## config.mk

```make
export PLATFORM = sky130hd
export DESIGN_NAME = rw_mem_ctrl
export DESIGN_NICKNAME = d
export VERILOG_FILES = /design/src/rtl/rw_mem_ctrl.sv
export SDC_FILE = /design/constraint.sdc
export NUM_CORES = 1
export LEC_CHECK = 0
export CORE_MARGIN = 10
export CORE_UTILIZATION = 25
export DETAILED_ROUTE_END_ITERATION = 7
export PLACE_DENSITY = 0.46
export SLEW_MARGIN = 20
export SYNTH_ARGS = -nofsm -noshare
export SYNTH_HDL_FRONTEND = slang
export SYNTH_SLANG_ARGS = --single-unit
```

## constraint.sdc

```tcl
create_clock -name Clock -period 2.6 [get_ports Clock]
set_clock_uncertainty 0.1 [all_clocks]
set_input_delay 0.52 -clock Clock [delete_from_list [all_inputs] [get_ports Clock]]
set_output_delay 0.52 -clock Clock [all_outputs]
set_load 0.1 [all_outputs]
```

## src/rtl/rw_mem_ctrl.sv

```systemverilog
// Command-driven FILL / COPY / SUM sequencer for a single-port synchronous RAM with registered read.
// Every output is registered; the RAM samples Mem_* at the edge that ends each cycle.
module rw_mem_ctrl #(
    parameter int ADDR_W = 4,
    parameter int DATA_W = 8
) (
    input  logic              Clock,
    input  logic              Reset_n,
    input  logic              Start,
    input  logic [1:0]        Op,
    input  logic [ADDR_W-1:0] Src,
    input  logic [ADDR_W-1:0] Dst,
    input  logic [ADDR_W:0]   Len,
    input  logic [DATA_W-1:0] Pattern,
    output logic              Busy,
    output logic              Done,
    output logic              Error,
    output logic [DATA_W-1:0] Result,
    output logic [ADDR_W-1:0] Mem_Address,
    output logic [DATA_W-1:0] Mem_Data_In,
    output logic              Mem_WE,
    input  logic [DATA_W-1:0] Mem_Data_Out
);

    typedef enum logic [2:0] {
        IDLE, FILL_WR, CP_RD, CP_CAP, CP_WR, SUM_RD, SUM_CAP, DONE
    } state_t;

    localparam logic [ADDR_W:0] DEPTH = (ADDR_W+1)'(1 << ADDR_W);
    localparam logic [ADDR_W:0] ONE   = (ADDR_W+1)'(1);

    state_t              state_q;
    logic [ADDR_W-1:0]   src_q;
    logic [ADDR_W-1:0]   dst_q;
    logic [ADDR_W:0]     cnt_q;
    logic [DATA_W-1:0]   acc_q;
    logic                busy_q;
    logic                done_q;
    logic                error_q;
    logic [DATA_W-1:0]   result_q;
    logic [ADDR_W-1:0]   addr_q;
    logic [DATA_W-1:0]   din_q;
    logic                we_q;
    logic [ADDR_W:0]     len_c;

    assign len_c = (Len > DEPTH) ? DEPTH : Len;

    always_ff @(posedge Clock) begin
        if (!Reset_n) begin
            state_q  <= IDLE;
            src_q    <= '0;
            dst_q    <= '0;
            cnt_q    <= '0;
            acc_q    <= '0;
            busy_q   <= 1'b0;
            done_q   <= 1'b0;
            error_q  <= 1'b0;
            result_q <= '0;
            addr_q   <= '0;
            din_q    <= '0;
            we_q     <= 1'b0;
        end else begin
            done_q  <= 1'b0;
            error_q <= 1'b0;
            we_q    <= 1'b0;
            case (state_q)
                IDLE: begin
                    if (Start) begin
                        busy_q <= 1'b1;
                        src_q  <= Src;
                        dst_q  <= Dst;
                        cnt_q  <= len_c;
                        acc_q  <= '0;
                        if (Op == 2'b11 || len_c == '0) begin
                            state_q <= DONE;
                            done_q  <= 1'b1;
                            error_q <= (Op == 2'b11);
                            if (Op == 2'b10) result_q <= '0;
                        end else if (Op == 2'b00) begin
                            state_q <= FILL_WR;
                            addr_q  <= Dst;
                            din_q   <= Pattern;
                            we_q    <= 1'b1;
                        end else if (Op == 2'b01) begin
                            state_q <= CP_RD;
                            addr_q  <= Src;
                        end else begin
                            state_q <= SUM_RD;
                            addr_q  <= Src;
                        end
                    end
                end
                FILL_WR: begin
                    if (cnt_q == ONE) begin
                        state_q <= DONE;
                        done_q  <= 1'b1;
                    end else begin
                        addr_q <= addr_q + 1'b1;
                        cnt_q  <= cnt_q - ONE;
                        we_q   <= 1'b1;
                    end
                end
                CP_RD:  state_q <= CP_CAP;
                CP_CAP: begin
                    // Read data is valid this cycle; hold it for the write that follows.
                    din_q   <= Mem_Data_Out;
                    addr_q  <= dst_q;
                    we_q    <= 1'b1;
                    state_q <= CP_WR;
                end
                CP_WR: begin
                    if (cnt_q == ONE) begin
                        state_q <= DONE;
                        done_q  <= 1'b1;
                    end else begin
                        src_q   <= src_q + 1'b1;
                        dst_q   <= dst_q + 1'b1;
                        addr_q  <= src_q + 1'b1;
                        cnt_q   <= cnt_q - ONE;
                        state_q <= CP_RD;
                    end
                end
                SUM_RD: state_q <= SUM_CAP;
                SUM_CAP: begin
                    acc_q <= acc_q + Mem_Data_Out;
                    if (cnt_q == ONE) begin
                        result_q <= acc_q + Mem_Data_Out;
                        state_q  <= DONE;
                        done_q   <= 1'b1;
                    end else begin
                        addr_q  <= addr_q + 1'b1;
                        cnt_q   <= cnt_q - ONE;
                        state_q <= SUM_RD;
                    end
                end
                DONE: begin
                    busy_q  <= 1'b0;
                    state_q <= IDLE;
                end
                default: begin
                    busy_q  <= 1'b0;
                    state_q <= IDLE;
                end
            endcase
        end
    end

    assign Busy        = busy_q;
    assign Done        = done_q;
    assign Error       = error_q;
    assign Result      = result_q;
    assign Mem_Address = addr_q;
    assign Mem_Data_In = din_q;
    assign Mem_WE      = we_q;

endmodule

```

==> flow_summary.ini <==
[synthesis]
ys_ff_latch = 48
ys.flop_type = dfxtp_1
postSynthAreaPerCell_sq_um = 8.33
synth_top_area_frac = 0.314
synth_largest_area_cell = dfxtp_1
ys_warn_count = 0
synth_cells = 367
ys_types = 67
synth_area_leaders = dfxtp_1 (31%), a21oi_1 (5.4%), nand2_1 (5.0%)
async_reset_ff_frac = 0
syn_area_sq_um = 3060
syn-num-nets = 414
seq_area_frac_synth = 0.314
synth_edf_count = 0

[sta]
relSlewSlack = 0.570
fin_ws_ns = 0.277
finalCriticalPeriod_ns = 2.32
finalSetupViolCount = 0
worst_pin_slew_ns = 0.640
hold_ws_ns = 0.363
maxSlewViolCount = 0
rsz0062_at_grt = false
clock.fmax_mhz = 431
finalSetupTns_ns = 0
hold_violations = 0
post-route-period-util = 0.893

[detailed_routing]
first_pass_iters = 4
wl_per_cell_microns = 16.8
drtAntennaViolNets = 0
drt_iter0_drc = 106
num_vias = 2942
wl_microns = 9660
drc = 0
viasPerCell = 5.11

[power]
power_per_cell_area_nw_per_um2 = 1040
ir_worst_vdd_mv = 0.507
power.total_mw = 4.11
leakage_nw = 1.68

[placed_design]
routabilityCongestion = 0.816
place.detailed.hpwl_microns = 7380
place_area_sq_um = 3770
post-place-ws_ns = -0.0268
port_buffers = 57
place_inst = 568

[layout]
nets = 475
area_delta_synth_final_pct = 28.7
layout-drive-gt1-share = 0.168
seqCellArea_sq_um = 961
multiInputGateArea_sq_um = 1910
final_cells = 576
final_cell_mix = dfxtp_1 (48), buf_4 (43), nand2_1 (41)
final_cell_area_sq_um = 3940
diodes = 0
post-route-util = 0.328
n_fill_cell = 1297
mostFrequentLayoutCell = dfxtp_1

[global_routing]
grt_pass1_wl_microns = 15600
grt_max_degree = 37
first_global_vias = 2961
gr-total-overflow = 0
grt.total_usage = 0.114
antenna_found_initial = 0

[worst_setup_path]
crit_slowest_cell = clkdlybuf4s50_1
path_cells = clkdlybuf4s50_1, ha_1, fa_1, a21oi_1, o211ai_1, a21oi_1, xor2_1, o22ai_1
worstPathArrival_ns = 2.39
slowest_delay_ns = 0.43
critPathTopFamily = adder cells
critPathLaunchType = input port
cp.required_ns = 2.66
endpoint_kind = flip-flop
crit_buf_inv = 1
worstPathMaxFanout = 2
crit_type = input port to flip-flop
crit_top_cell = a21oi_1

[die]
die-area_sq_um = 17100
boundaryPins = 58
fp.dieW_microns = 131
start_util = 0.255
fp.dieH_microns = 131
coreArea_sq_um = 12000
rows = 40

[hold_path]
hold_class = flip-flop to flip-flop

[clocking]
cts_tree = done
post-cts-setup-buffers = 0
cts_resized = 0
cts_max_level = 2
clkSlewWorstSetupHoldPaths_ns = 0.07
clock_sinks = 48
clk_latency_ns = 0.29
cts_root_buf = clkbuf_16
numCtsBuffers = 5
cts.path.max_buffers = 2
ctsHoldBuffers = 0

[status]
run_status = completed

[job]
drv_cap = 0
-- final timing paths --
kind / start / to / slack (ns) / depth (start not counted)
worst min-delay path: Result[4] / Result[4] / 0.36 / 2
worst max-delay path: Mem_Data_Out[0] / Result[6] / 0.28 / 8
worst max register to register: state_q[2] / dst_q[2] / 0.41 / 5
worst min register to register: Result[4] / Result[4] / 0.36 / 2
-- logic make-up (layout without fill, tap and decap cells) --
logic type	after synthesis	in the layout	share of synthesized area
simple gates	122	122	0.214
buf+inv	38	100	0.0601
flops	48	48	0.314
mux	18	18	0.0601
fa+ha+maj	13	13	0.0556
compound gates	117	117	0.265
xor+xnor	11	11	0.0315
-- power breakdown --
part / total, mW / internal (mW) / leakage [nW] / switching (mW)
Sequential: 1.13 / 0.908 / 0.392 / 0.219
Clock: 0.751 / 0.454 / 0.0808 / 0.297
Combinational: 2.23 / 0.803 / 1.21 / 1.43
-- metal layers --
metal  global-route usage  vias to the layer above  wire, microns
met3               0.0330                        7            584
met1                0.144                     1403           4440
met4               0.0235                        0             72
li1                     -                     1460              -
met5                    0                        -              0
met2                0.188                       72           4560
-- state kept, by name, summed over array words and instances (netlist names) --
name	cells
Mem_Address	4
Mem_WE	1
dst_q	4
Mem_Data_In	8
acc_q	8
Error	1
cnt_q	5
src_q	4
Result	8
Busy	1
state_q	3
Done	1
-- cells in the mapped netlist, types with 3 or more instances --
| cell | n |
|---|---|
| xnor2_1 | 4 |
| inv_1 | 15 |
| mux2i_1 | 15 |
| nor3_1 | 8 |
| o21ai_1 | 9 |
| o21ai_0 | 14 |
| ha_1 | 12 |
| a211oi_1 | 5 |
| o22ai_1 | 6 |
| dfxtp_1 | 48 |
| buf_2 | 6 |
| buf_6 | 3 |
| o211ai_1 | 3 |
| a22oi_1 | 5 |
| and3_1 | 4 |
| mux2_2 | 3 |
| a21oi_1 | 33 |
| clkbuf_1 | 10 |
| xor2_1 | 7 |
| nand3_1 | 18 |
| buf_4 | 3 |
| nand2_1 | 41 |
| nor2_1 | 24 |
| o211a_1 | 8 |
| nand2b_1 | 3 |
| o21a_1 | 4 |
| a311oi_1 | 3 |
-- final cells by class --
| type | instances | share of cell area |
|---|---|---|
| repair buffers | 76 | 0.166 |
| multi-input cells | 281 | 0.486 |
| inverters | 16 | 0.0153 |
| flip-flops and latches | 48 | 0.244 |
| well taps | 147 | 0.0467 |
| clock buffers | 6 | 0.0328 |
| clock inverters | 2 | 0.00890 |
-- worst min-delay path, delay by kind of cell (launching register included) --
family        cells  cell delay, ns
flops             1            0.31
simple gates      1            0.05
mux               1            0.05
Power figures use the tool's default switching activity.
